`src/rtl/stack_issue.sv`:
```
// Dual-slot push/pop issue stage for an external stack block.
// Tracks shadow occupancy, flags overflow/underflow and returns pop data.
module stack_issue #(
  parameter int DW          = 32,
  parameter int DEPTH       = 1024,
  parameter int RD_LAT      = 2,
  parameter int HALT_ON_ERR = 1
) (
  input  logic          clk,
  input  logic          rst_n,
  input  logic          vld0,
  input  logic          vld1,
  input  logic [1:0]    op0,
  input  logic [1:0]    op1,
  input  logic [DW-1:0] src0,
  input  logic [DW-1:0] src1,
  input  logic [4:0]    dst0,
  input  logic [4:0]    dst1,
  input  logic          stall_in,
  input  logic          flush,
  input  logic          err_clr,
  input  logic [DW-1:0] stack_rdata0,
  input  logic [DW-1:0] stack_rdata1,
  output logic          push0,
  output logic          push1,
  output logic          pop0,
  output logic          pop1,
  output logic [DW-1:0] wdata0,
  output logic [DW-1:0] wdata1,
  output logic          accept,
  output logic          wb_en0,
  output logic          wb_en1,
  output logic [4:0]    wb_dst0,
  output logic [4:0]    wb_dst1,
  output logic [DW-1:0] wb_data0,
  output logic [DW-1:0] wb_data1,
  output logic [10:0]   depth,
  output logic          ovf_err,
  output logic          unf_err,
  output logic          halted
);

  typedef enum logic {RUN, HALT} state_t;

  localparam logic [10:0] FULL = 11'(DEPTH);

  state_t state;

  logic        is_push0, is_pop0;
  logic        is_push1, is_pop1;
  logic        ok_push0, ok_pop0;
  logic        ok_push1, ok_pop1;
  logic        new_ovf, new_unf;
  logic [10:0] d1, d2;
  logic [4:0]  pdst0, pdst1;

  logic [RD_LAT-1:0] pen0, pen1;
  logic [4:0]        pd0 [RD_LAT];
  logic [4:0]        pd1 [RD_LAT];

  assign accept = (state == RUN) & ~stall_in & ~flush;

  assign is_push0 = vld0 & (op0 == 2'b01);
  assign is_pop0  = vld0 & (op0 == 2'b10);
  assign is_push1 = vld1 & (op1 == 2'b01);
  assign is_pop1  = vld1 & (op1 == 2'b10);

  // slot 1 sees the occupancy left behind by slot 0
  assign ok_push0 = is_push0 & (depth != FULL);
  assign ok_pop0  = is_pop0 & (depth != 11'd0);
  assign d1 = depth + {10'd0, ok_push0}
                    - {10'd0, ok_pop0};
  assign ok_push1 = is_push1 & (d1 != FULL);
  assign ok_pop1  = is_pop1 & (d1 != 11'd0);
  assign d2 = d1 + {10'd0, ok_push1}
                 - {10'd0, ok_pop1};

  assign new_ovf = accept &
    ((is_push0 & ~ok_push0) | (is_push1 & ~ok_push1));
  assign new_unf = accept &
    ((is_pop0 & ~ok_pop0) | (is_pop1 & ~ok_pop1));

  always_ff @(posedge clk or negedge rst_n) begin
    if (!rst_n) begin
      push0  <= 1'b0;
      push1  <= 1'b0;
      pop0   <= 1'b0;
      pop1   <= 1'b0;
      wdata0 <= '0;
      wdata1 <= '0;
      pdst0  <= '0;
      pdst1  <= '0;
      depth  <= '0;
    end else begin
      push0  <= accept & ok_push0;
      push1  <= accept & ok_push1;
      pop0   <= accept & ok_pop0;
      pop1   <= accept & ok_pop1;
      wdata0 <= (accept & ok_push0) ? src0 : '0;
      wdata1 <= (accept & ok_push1) ? src1 : '0;
      pdst0  <= (accept & ok_pop0) ? dst0 : '0;
      pdst1  <= (accept & ok_pop1) ? dst1 : '0;
      if (accept) depth <= d2;
    end
  end

  // free-running: in-flight pops drain even while stalled or halted
  always_ff @(posedge clk or negedge rst_n) begin
    if (!rst_n) begin
      pen0 <= '0;
      pen1 <= '0;
      for (int i = 0; i < RD_LAT; i++) begin
        pd0[i] <= '0;
        pd1[i] <= '0;
      end
    end else begin
      pen0[0] <= pop0;
      pen1[0] <= pop1;
      pd0[0]  <= pdst0;
      pd1[0]  <= pdst1;
      for (int i = 1; i < RD_LAT; i++) begin
        pen0[i] <= pen0[i-1];
        pen1[i] <= pen1[i-1];
        pd0[i]  <= pd0[i-1];
        pd1[i]  <= pd1[i-1];
      end
    end
  end

  assign wb_en0   = pen0[RD_LAT-1];
  assign wb_en1   = pen1[RD_LAT-1];
  assign wb_dst0  = pd0[RD_LAT-1];
  assign wb_dst1  = pd1[RD_LAT-1];
  assign wb_data0 = wb_en0 ? stack_rdata0 : '0;
  assign wb_data1 = wb_en1 ? stack_rdata1 : '0;

  always_ff @(posedge clk or negedge rst_n) begin
    if (!rst_n) begin
      state   <= RUN;
      halted  <= 1'b0;
      ovf_err <= 1'b0;
      unf_err <= 1'b0;
    end else begin
      ovf_err <= new_ovf | (ovf_err & ~err_clr);
      unf_err <= new_unf | (unf_err & ~err_clr);
      unique case (state)
        RUN: begin
          if ((HALT_ON_ERR != 0) && (new_ovf | new_unf)) begin
            state  <= HALT;
            halted <= 1'b1;
          end
        end
        HALT: begin
          if (err_clr) begin
            state  <= RUN;
            halted <= 1'b0;
          end
        end
        default: begin
          state  <= RUN;
          halted <= 1'b0;
        end
      endcase
    end
  end

endmodule

```
`config.mk`:
```
export PLATFORM = sky130hd
export DESIGN_NAME = stack_issue
export DESIGN_NICKNAME = d
export VERILOG_FILES = /design/src/rtl/stack_issue.sv
export SDC_FILE = /design/constraint.sdc
export NUM_CORES = 1
export LEC_CHECK = 0
export ABC_AREA = 1
export BUFFER_PORTS_ARGS = -buffer_cell sky130_fd_sc_hd__buf_2
export CAP_MARGIN = 10
export CORE_MARGIN = 4
export CORE_UTILIZATION = 45
export CTS_CLUSTER_SIZE = 24
export DETAILED_ROUTE_END_ITERATION = 10
export GPL_TIMING_DRIVEN = 0
export PLACE_DENSITY_LB_ADDON = 0.25
export SLEW_MARGIN = 0
export SYNTH_ARGS = -nofsm -noshare
export SYNTH_HDL_FRONTEND = slang
export SYNTH_SLANG_ARGS = --single-unit
export TNS_END_PERCENT = 20
```
`constraint.sdc`:
```
create_clock -name clk -period 5.85 [get_ports clk]
set_input_delay 1.17 -clock clk [delete_from_list [all_inputs] [get_ports clk]]
set_output_delay 1.17 -clock clk [all_outputs]
set_load 0.005 [all_outputs]
```
Yosys cells after proc, flatten, opt, wreduce, memory -nomap -nowiden:

Index checks and enable logic that the tools add are counted.

* register bits: 117
* bits of input ports: 149
* output and inout port bits: 159

* add/subtract/negate cells: 4
* equality and inequality tests: 8
* muxes and demuxes: 12
* bitwise operators: 35
* reductions and logical operators: 3

Operators by type and width (count)
* $mux 32: 4
* $add 11x1->11: 2
* $and 1x1->1: 22
* $ne 11x11->1 const B: 2
* $reduce_bool 11->1: 2
* $sub 11x1->11: 2
* $mux 5: 2
* $not 1->1: 8
* $or 1x1->1: 5
* $eq 2x1->1 const B: 2
* $eq 2x2->1 const B: 2
* $mux 1: 4
* $pmux 1 s2: 2
* $ne 2x1->1 const B: 1
* $ne 2x2->1 const B: 1
* $reduce_and 2->1: 1

Logic depth before layout (Yosys ltp):

Gate-level depths: netlist (run 1).

* depth after elaboration: 14
* mapped depth: 37
* gate-level depth less buffers: 37

Least setup slack after synthesis (run 1):

No wires, ideal clock.

* path kind: input -> register
* from: input vld0
* to: register depth[8]
* library setup time: 123 ps
* arrival time: 5105 ps
* setup slack: 622 ps
* stages on the path: 32
* buffers on the path: 0
* cells stage by stage: inv_1 nor4_1 ha_1 inv_1 ha_1 inv_1 fa_1 inv_1 nand2_1 nand2_1 nand3_1 nand2_2 a31o_2 xor2_1 inv_1 ha_1 nand3_1 nor2_1 nand2_1 nand2_1 inv_1 ha_1 inv_1 ha_1 inv_1 fa_1 inv_1 a21oi_1 o21bai_1 a21oi_1 o21ai_0 nand2_1

* longest elaborated chain between the ends: 8
* elaborated cells on any way between the ends: 12
* those cells by class: add/sub (4); eq/ne (1); bitwise (6); reduce/logical (1)

RTL lines
* from (decl): line 11 `input logic vld0,`
* $and 1x1->1: line 63 `assign is_push0 = vld0 & (op0 == 2'b01);`
* $and 1x1->1: line 69 `assign ok_push0 = is_push0 & (depth != FULL);`
* $add 11x1->11: line 71 `assign d1 = depth + {10'd0, ok_push0}`
* $sub 11x1->11 (*): line 72 `- {10'd0, ok_pop0};`
* $ne 11x11->1: line 73 `assign ok_push1 = is_push1 & (d1 != FULL);`
* $and 1x1->1: line 73
* $add 11x1->11: line 75 `assign d2 = d1 + {10'd0, ok_push1}`
* $sub 11x1->11 (*): line 76 `- {10'd0, ok_pop1};`
* to (signal assigned): line 93 `depth <= '0;`
* to (signal assigned): line 103 `if (accept) depth <= d2;`
* to (decl): line 37 `output logic [10:0] depth,`

Every way passes the cells marked *; elsewhere a longest branch is shown, timed or not.
A chain may end at the register's enable or synchronous reset.

Final worst setup path (run 1):

* from: register depth[4]
* to: register depth[8]

* longest elaborated chain between the ends: 8
* elaborated cells on any way between the ends: 12
* those cells by class: add/sub (4); eq/ne (2); bitwise (4); reduce/logical (2)

RTL lines (line)
* $ne 11x11->1: 69
* $and 1x1->1: 69
* $add 11x1->11: 71
* $sub 11x1->11 (*): 72
* $ne 11x11->1: 73
* $and 1x1->1: 73
* $add 11x1->11: 75
* $sub 11x1->11 (*): 76

Marks and branches as above.

==> reports/qor.csv, run 1 <==
metric;value;unit
initial antenna violation count;1;
Max Clk Rate;0.184;GHz
Worst Setup Path Type;reg -> reg;
IO Count;308;
Critical Path Sink Type;flop;
final max-slew violation count;0;
crit path DAT;5.71;ns
post-route insts no fill;1195;
Synth Cell Area;0.00568;mm2
DR vias;5162;
Int Power;2.54;mW
Reg clk slew, reported paths;0.06;ns
Synth async-reset ratio;1.00;
max-cap check violation count;0;
largest net degree at the start of global routing;101;
post-synth cell types;32;
Seq pwr share;0.202;
sequential share of the synthesized area;0.516;
Avg Inst Size Synth;8.28;um2
M2 GR Usage;0.401;
PortBufs;307;
CP dominant cell by count;inv_1;
Leak;5.62;nW
clk sinks;117;
Worst Max-Slew Pin Slew;0.516;ns
clock buffer depth;2;
minimum clock period;5.43;ns
Synth Flop Type;dfrtp_1;
Max VDD drop;626;uV
critical path peak fanout;4;
Slew HR;0.656;
final instance area;0.00814;mm2
total wire length;15900;um
status;finished, final reports clean;
Setup violations, final;0;
number of routed nets with antenna violations;0;
DR iter-0 viols;217;
gr usage total;0.220;
end-of-flow core utilization;0.669;
R2R Setup Slk;0.42;ns
vias in the first global route;5099;
Placed Area;0.00746;mm2
DP Cell Count;1162;
CTS tree;yes;
most frequent cells after synthesis;195 x inv_1, 136 x nand2_1, 117 x dfrtp_1;
Combinational Power Share;0.550;
Vias/cell;4.32;
Worst path max stage delay;0.42;ns
first-pass GRT wire length;25000;um
CTS buffer count;17;
Fin. Hold Viols;0;
routability congestion estimate;0.890;
DR pass1 iterations;4;
Clk Latency, worst-skew pair;0.40;ns
layout cells sized above 1;0.377;
Psw;1.96;mW
Post-synth EDFFs;0;
skew final;0.00767;ns
DP Wirelength;12800;um
Layout Nets;1194;
Final Cycle Share;0.928;
routed len/inst;13.3;um
Area Growth Syn to Fin;43.4;%
root buffer cell;clkbuf_16;
die area;0.0145;mm2
gr busiest metal;met2;
Sw Ratio;0.435;
die extent in y;120;um
Syn Inst Count;686;
ranking of synthesized cells by area;dfrtp_1 52%, inv_1 13%, nand2_1 9.0%;
met1 Track Usage GR;0.235;
largest area contributor in the netlist;dfrtp_1;
CTS H-tree lvls;4;
startpoint types;flop;
total congestion overflow;0;
DIE WIDTH;120;um
Syn Nets;867;
met3 usage in global routing;0.0711;
Ys Warns;0;
CP max-delay cell;dfrtp_1;
row count;40;
clock power share;0.247;
Initial Util;0.467;
Power Total;4.50;mW
Synth Register Bits;117;
Power per Cell Area;553;mW/mm2
Worst EP required;6.13;ns
most frequent cell after synthesis;inv_1;
Min-Delay Path Class;reg -> reg;
DR DRC count;0;
share of the synthesized area in the top cell type;0.516;
core area;0.0122;mm2
[layout make-up]
type / instances / area, um2
clock inverter: 13 / 195
timing repair buffer: 308 / 1570
multi-input combinational: 347 / 1880
inverter: 198 / 746
fill: 1024 / 4020
sequential: 117 / 2930
antenna: 1 / 2.50
tap: 168 / 210
clock buffer: 19 / 453
buffer: 24 / 154
[power groups by stage]
stage	Combinational [mW]	Sequential, mW	Clock [mW]
floorplan	1.85	0.919	0
global placement	2.39	0.921	0
detailed placement	2.42	0.923	0
CTS	2.45	0.909	1.13
global route	2.90	0.918	1.18
finish	2.48	0.910	1.11
[stage by stage]
step,setup slack (ns),hold WS (ns),TNS (ns)
after detailed placement,-0.141,0.335,-0.221
after global placement,-0.115,0.332,-0.179
after global routing,-0.0296,0.354,-0.0296
final,0.422,0.346,0
after CTS,0.274,0.347,0
after floorplan,0.622,0.331,0
[critical path: cells and delay by family (launching register included)]
| family | cells | cell delay [ns] |
|---|---|---|
| adders and majority gates | 8 | 2.01 |
| and+or+nand+nor | 12 | 1.26 |
| buffers and inverters | 10 | 0.75 |
| AOI/OAI and AO/OA | 5 | 0.67 |
| DFF | 1 | 0.42 |
| xor gates and xnor gates | 1 | 0.17 |
[timing repair]
action | CTS | global route
gates resized for setup | 0 | 7
setup endpoints to repair | 0 | 4
hold buffers | 0 | 0
setup buffers | 0 | 0
[kinds of logic (layout without fill, tap and decap cells)]
kind of cell,after synthesis,after routing,synth area share
xor+xnor,11,11,0.0170
flops,117,117,0.516
fa+ha+maj,32,32,0.0732
other cells,0,1,0
compound gates,37,37,0.0386
simple gates,267,267,0.197
buf+inv,222,562,0.158
[final timing paths]
check,startpoint,end,cells after the start
worst max-delay path,depth[4],depth[8],36
worst min-delay path,pdst1[0],pd1[5],0
worst max register to register,depth[4],depth[8],36
worst min register to register,pdst1[0],pd1[5],0
max in group asynchronous,rst_n,pd1[9],2
min in group asynchronous,rst_n,wdata1[11],1
[state kept, by name, summed over array words and instances, names as in the netlist]
| signal | flops |
|---|---|
| wdata0 | 32 |
| wdata1 | 32 |
| depth | 11 |
| pd0 | 5 |
| pd1 | 5 |
| pdst0 | 5 |
| pdst1 | 5 |
| wb_dst0 | 5 |
| wb_dst1 | 5 |
| pen0 | 2 |
| pen1 | 2 |
| halted | 1 |
| ovf_err | 1 |
| pop0 | 1 |
| pop1 | 1 |
| push0 | 1 |
| push1 | 1 |
| state | 1 |
| unf_err | 1 |
[per-layer routing]
metal  vias up  share of wire  routed length [um]
met5         -              0                   0
li1       2622              -                   -
met3        35          0.074                1180
met1      2331           0.36                5780
met4         0          0.029                 459
met2       174           0.53                8460
[cells in the final DEF (no fill, tap or decap), types with 10 or more instances in the layout]
cell	count
buf_2	309
inv_1	195
nand2_1	136
dfrtp_1	117
nor2_1	75
ha_1	29
nand3_1	21
clkbuf_16	17
nor2_2	13
a21oi_1	11
o21ai_0	11
buf_4	10
(Power assumes the default switching activity.)
==> run 2, diff against run 1 <==
--- a/config.mk
+++ b/config.mk
@@ -9,7 +9,8 @@
 export BUFFER_PORTS_ARGS = -buffer_cell sky130_fd_sc_hd__buf_2
 export CAP_MARGIN = 10
 export CORE_MARGIN = 4
-export CORE_UTILIZATION = 45
+export CORE_UTILIZATION = 41
+export CTS_CLUSTER_DIAMETER = 100
 export CTS_CLUSTER_SIZE = 24
 export DETAILED_ROUTE_END_ITERATION = 10
 export GPL_TIMING_DRIVEN = 0
==> constraint.sdc (replaced) <==
create_clock -name clk -period 4.4 [get_ports clk]
set_input_delay 0.88 -clock clk [delete_from_list [all_inputs] [get_ports clk]]
set_output_delay 0.88 -clock clk [all_outputs]
set_load 0.005 [all_outputs]
==> run 2 against run 1 <==
Die area grew 9.1%. Largest cell class unchanged. The run now ends with setup timing left. Hold slack lost 0.0011 ns. Critical endpoint unchanged. Global-route usage grew 1.3 points. Non-clock buffer count grew 34. Highest routed layer unchanged. Sequential share of layout area shrank 1.9 points. Final cell count grew 3.5%.
==> reports/qor.csv, run 2 (synthesized netlist as in run 1, its figures left out) <==
metric;value;unit;change
Worst Max-Slew Pin Slew;0.576;ns;+0.0598 ns
DP Wirelength;14900;um;+16%
DR iter-0 viols;249;;+15%
die extent in y;126;um;+4.4%
start point of the worst min-delay path;pd1[6];;
Max Clk Rate;0.206;GHz;+12%
max-cap check violation count;0;;unchanged
area of the multi-input gates;0.00213;mm2;+13%
cts hold-fix bufs;0;;unchanged
most frequent cells in the layout;309 x buf_2, 179 x inv_1, 132 x nand2_1;;
Min-Delay Path Class;reg -> reg;;
Max VDD drop;902;uV;+44%
Reg clk slew, reported paths;0.06;ns;about the same
CP dominant cell by count;inv_2;;
Leak;5.78;nW;+2.8%
failing checks;setup timing;;
clock buffer depth;2;;unchanged
worst path bufs/invs;10;;unchanged
Setup violations, final;10;;+10
DP Cell Count;1170;;+0.69%
Worst Setup Path Type;reg -> reg;;
crit path DAT;5.15;ns;-0.56 ns
minimum clock period;4.86;ns;-0.573 ns
Fillers;1173;;+15%
layout cells sized above 1;0.438;;+0.0605
Critical Path Sink Type;flop;;
CTS buffer count;17;;unchanged
total congestion overflow;0;;unchanged
delay-heaviest family, CP;adder cells;;
clk sinks;117;;unchanged
DR vias;5427;;+5.1%
CTS H-tree lvls;4;;unchanged
die area;0.0158;mm2;+9.1%
startpoint types;flop;;
critical path peak fanout;3;;-1
Largest regs;wdata0 x32, wdata1 x32, depth x11;;
fin worst setup slack;-0.456;ns;-0.877 ns
vias in the first global route;5309;;+4.1%
routability congestion estimate;0.923;;+3.7%
CTS tree;yes;;
Final Cycle Share;1.10;;+0.176
reg2reg start;depth[7];;
row count;42;;+5.0%
Placed Area;0.00754;mm2;+1.1%
register area;0.00293;mm2;about the same
Layout Nets;1228;;+2.8%
DR DRC count;0;;unchanged
number of routed nets with antenna violations;0;;unchanged
root buffer cell;clkbuf_16;;
Slew HR;0.616;;-0.0399
status;finished, violations left;;
core area;0.0134;mm2;+10%
CP max-delay cell;dfrtp_1;;
Worst EP required;4.70;ns;-1.43 ns
PortBufs;307;;unchanged
gr usage total;0.233;;+0.0127
post-route insts no fill;1237;;+3.5%
skew final;0.00724;ns;-0.000428 ns
RSZ-0062 raised after global routing;yes;;
Area Growth Syn to Fin;51.7;%;
initial antenna violation count;1;;unchanged
Worst path max stage delay;0.40;ns;-0.02 ns
Critical Path Source;depth[7];;
Vias/cell;4.39;;+1.6%
Power per Cell Area;856;mW/mm2;+55%
Clk Latency, worst-skew pair;0.41;ns;about the same
final max-slew violation count;0;;unchanged
routed len/inst;15.5;um;+16%
DR pass1 iterations;5;;+1
first-pass GRT wire length;28200;um;+13%
IO Count;308;;unchanged
most common cell after layout, fill and taps aside;buf_2;;
final instance area;0.00861;mm2;+5.8%
DIE WIDTH;126;um;+4.4%
largest net degree at the start of global routing;86;;-15%
Initial Util;0.424;;-0.0431
Fin. Hold Viols;0;;unchanged
total wire length;19100;um;+21%
==> run 2: cell count changes in the layout (fill, tap and decap cells not counted), moves of 5 or more <==
| cell | previous run | this run |
|---|---|---|
| buf_4 | 10 | 42 |
| inv_1 | 195 | 179 |
| inv_2 | 2 | 15 |
| o21ai_0 | 11 | 3 |
| ha_1 | 29 | 22 |
| ha_4 | 0 | 7 |
| o21ai_1 | 0 | 7 |
| nand3_1 | 21 | 16 |
==> run 2: power breakdown <==
group / total, mW / internal [mW] / switching [mW]
Clock: 1.34 / 0.846 / 0.489
Combinational: 4.83 / 2.05 / 2.78
Sequential: 1.21 / 1.15 / 0.0580
==> run 2: path summary, 6_finish.rpt <==
| check | to | slack [ns] | cells after the start |
|---|---|---|---|
| max | depth[8] | -0.46 | 36 |
| min | wb_dst1[1] | 0.34 | 0 |
| max reg2reg | depth[8] | -0.46 | 36 |
| min reg2reg | wb_dst1[1] | 0.34 | 0 |
| max in group asynchronous | depth[0] | 3.31 | 2 |
| min in group asynchronous | wdata1[11] | 0.35 | 1 |
==> run 2: worst reg2reg max path: cells and delay by family (launching register included) <==
| family | cells | cell delay [ns] |
|---|---|---|
| simple gates | 12 | 0.92 |
| fa+ha+maj | 8 | 1.81 |
| flops | 1 | 0.40 |
| buf+inv | 10 | 0.76 |
| xor+xnor | 1 | 0.17 |
| compound gates | 5 | 0.66 |
==> run 2: final cells by class <==
class / instances / share of cell area
well taps: 176 / 0.0256
diodes: 1 / 0.000291
flip-flops and latches: 117 / 0.340
clock inverters: 12 / 0.0151
plain buffers: 24 / 0.0179
inverters: 198 / 0.0886
repair buffers: 342 / 0.213
clock buffers: 20 / 0.0519
multi-input cells: 347 / 0.248
==> run 2: what timing repair did <==
item	4_1_cts	5_1_grt
gates resized for setup	33	28
gates cloned	0	0
pin swaps	15	19
buffers inserted	26	8
endpoints found under the setup margin	11	10
==> run 2: metal layers <==
metal / up-vias / GRT usage / part of all wire
met1: 2482 / 0.284 / 0.39
met5: - / 0 / 0
met2: 216 / 0.393 / 0.52
li1: 2694 / - / -
met3: 35 / 0.0627 / 0.068
met4: 0 / 0.0944 / 0.026
==> run 2: stage by stage <==
| step | hold WS (ns) | setup WS (ns) | util | TNS [ns] | power (mW) |
|---|---|---|---|---|---|
| 6_report | 0.345 | -0.456 | 0.643 | -3.09 | 7.37 |
| 5_1_grt | 0.351 | -0.771 | 0.643 | -5.57 | 7.91 |
| 4_1_cts | 0.345 | -0.347 | 0.629 | -2.13 | 6.55 |
| 3_5_place_dp | 0.335 | -0.970 | 0.562 | -7.34 | 4.57 |
| 3_3_place_gp | 0.332 | -0.937 | 0.560 | -7.01 | 4.51 |
| 2_1_floorplan | 0.331 | -0.304 | - | -1.06 | 3.78 |
==> run 3, diff against run 2 <==
--- a/config.mk
+++ b/config.mk
@@ -9,7 +9,7 @@
 export BUFFER_PORTS_ARGS = -buffer_cell sky130_fd_sc_hd__buf_2
 export CAP_MARGIN = 10
 export CORE_MARGIN = 4
-export CORE_UTILIZATION = 41
+export CORE_UTILIZATION = 45
 export CTS_CLUSTER_DIAMETER = 100
 export CTS_CLUSTER_SIZE = 24
 export DETAILED_ROUTE_END_ITERATION = 10
==> constraint.sdc (replaced) <==
create_clock -name clk -period 5.5 [get_ports clk]
set_input_delay 1.1 -clock clk [delete_from_list [all_inputs] [get_ports clk]]
set_output_delay 1.1 -clock clk [all_outputs]
set_load 0.005 [all_outputs]
==> run 3 against run 2 <==
The run now ends clean. Power decreased by 34%. Fmax fell by 5.8%. Clock skew barely moved. Critical path depth is 1 lower. Via count shrank 4.4%.
==> reports/qor.csv, run 3 (synthesized netlist as in run 1, its figures left out) <==
metric;value;unit;change
status;finished, final reports clean;;
register area;0.00293;mm2;about the same
die area;0.0145;mm2;-8.3%
minimum clock period;5.15;ns;+0.298 ns
DR DRC count;0;;unchanged
DR iter-0 viols;230;;-7.6%
Vias/cell;4.33;;-1.4%
Seq pwr share;0.198;;+0.034
Reg clk slew, reported paths;0.06;ns;about the same
Max Clk Rate;0.194;GHz;-5.8%
Power Total;4.88;mW;-34%
first-pass GRT wire length;25000;um;-11%
root buffer cell;clkbuf_16;;
DR vias;5190;;-4.4%
Layout Nets;1199;;-2.4%
Worst EP required;5.78;ns;+1.08 ns
Int Power;2.76;mW;-32%
Fin. Hold Viols;0;;unchanged
core area;0.0122;mm2;-9.2%
Final Cycle Share;0.937;;-0.167
CTS H-tree lvls;4;;unchanged
DR pass1 iterations;4;;-1
Setup violations, final;0;;-10
Slew HR;0.624;;+0.00759
final max-slew violation count;0;;unchanged
gr usage total;0.221;;-0.0118
CTS tree;yes;;
largest net degree at the start of global routing;101;;+17%
clk sinks;117;;unchanged
Max VDD drop;741;uV;-18%
Worst Max-Slew Pin Slew;0.564;ns;-0.0114 ns
Placed Area;0.00746;mm2;-1.1%
routed len/inst;13.3;um;-14%
vias in the first global route;5127;;-3.4%
end-of-flow core utilization;0.677;;+0.0344
Area Growth Syn to Fin;45.1;%;
DP Wirelength;12800;um;-14%
Leak;5.65;nW;-2.3%
IO Count;308;;unchanged
total wire length;16000;um;-17%
most common cell after layout, fill and taps aside;buf_2;;
DIE WIDTH;120;um;-4.3%
CP dominant cell by count;inv_1;;
row count;40;;-4.8%
PortBufs;307;;unchanged
startpoint types;flop;;
cts hold-fix bufs;0;;unchanged
Min-Delay Path Class;reg -> reg;;
Combinational Power Share;0.560;;-0.095
Psw;2.12;mW;-36%
Initial Util;0.467;;+0.0431
crit path DAT;5.44;ns;+0.29 ns
most frequent cells in the layout;309 x buf_2, 189 x inv_1, 135 x nand2_1;;
CTS buffer count;17;;unchanged
Critical Path Sink Type;flop;;
total congestion overflow;0;;unchanged
area of the multi-input gates;0.00194;mm2;-9.1%
max-cap check violation count;0;;unchanged
CP max-delay cell;fa_2;;
die extent in y;120;um;-4.3%
layout cells sized above 1;0.393;;-0.0449
Sw Ratio;0.435;;-0.0172
critical path peak fanout;3;;unchanged
setup TNS;0;ns;+3.09 ns
Clk Latency, worst-skew pair;0.40;ns;about the same
Largest regs;wdata0 x32, wdata1 x32, depth x11;;
final instance area;0.00823;mm2;-4.4%
number of routed nets with antenna violations;0;;unchanged
routability congestion estimate;0.890;;-3.6%
initial antenna violation count;1;;unchanged
Worst Setup Path Type;reg -> reg;;
Fillers;1007;;-14%
clock power share;0.242;;+0.061
Worst path max stage delay;0.41;ns;about the same
skew final;0.00725;ns;+0.00000838 ns
clock buffer depth;2;;unchanged
Power per Cell Area;593;mW/mm2;-31%
[run 3: power groups by stage]
stage / Clock, mW / Sequential [mW] / Combinational [mW]
after global routing: 1.25 / 0.974 / 3.19
final: 1.18 / 0.967 / 2.73
after global placement: 0 / 0.980 / 2.54
after floorplan: 0 / 0.978 / 1.96
after detailed placement: 0 / 0.981 / 2.58
after CTS: 1.21 / 0.967 / 2.60
[run 3: worst paths after layout]
kind                                   end  startpoint  slack (ns)  depth (start not counted)
worst min register to register      pd1[5]    pdst1[0]        0.35                          0
worst max register to register    depth[8]    depth[4]        0.35                         35
min in group asynchronous       wdata1[11]       rst_n        0.52                          1
worst min-delay path                pd1[5]    pdst1[0]        0.35                          0
worst max-delay path              depth[8]    depth[4]        0.35                         35
max in group asynchronous           pd1[9]       rst_n        4.25                          2
[run 3: final cells by class]
| type | count | share of cell area |
|---|---|---|
| Tap cell | 168 | 0.0255 |
| Inverter | 198 | 0.0906 |
| Sequential cell | 117 | 0.356 |
| Buffer | 24 | 0.0187 |
| Antenna cell | 1 | 0.000304 |
| Timing Repair Buffer | 313 | 0.195 |
| Clock buffer | 19 | 0.0550 |
| Clock inverter | 13 | 0.0237 |
| Multi-Input combinational cell | 347 | 0.235 |
[run 3: timing repair]
| action | CTS | global route |
|---|---|---|
| resized for setup | 2 | 22 |
| endpoints found under the setup margin | 1 | 7 |
| setup buffers | 0 | 5 |
| gates cloned | 0 | 0 |
| pin swaps | 0 | 5 |
[run 3: critical path, delay by kind of cell (launching register included)]
kind	cells	cell delay, ns
AND/OR/NAND/NOR	12	1.22
buffers and inverters	9	0.61
flip-flops	1	0.39
XOR/XNOR	1	0.17
AO/OA/AOI/OAI	5	0.66
adder cells (fa/ha/maj)	8	1.98
[run 3: metrics by stage]
stage / hold WS, ns / setup slack [ns] / instances
floorplan: 0.331 / 0.342 / 686
global route: 0.354 / -0.0337 / 1200
detailed placement: 0.335 / -0.421 / 1162
global placement: 0.332 / -0.395 / 1161
finish: 0.346 / 0.346 / 1200
CTS: 0.347 / 0.0242 / 1194
[run 3: layer usage]
| metal | share of wire | vias up | routed length (um) | global-route usage |
|---|---|---|---|---|
| li1 | - | 2636 | - | - |
| met1 | 0.36 | 2323 | 5720 | 0.234 |
| met3 | 0.080 | 42 | 1280 | 0.0730 |
| met5 | 0 | - | 0 | 0 |
| met2 | 0.53 | 189 | 8420 | 0.404 |
| met4 | 0.033 | 0 | 527 | 0.0885 |
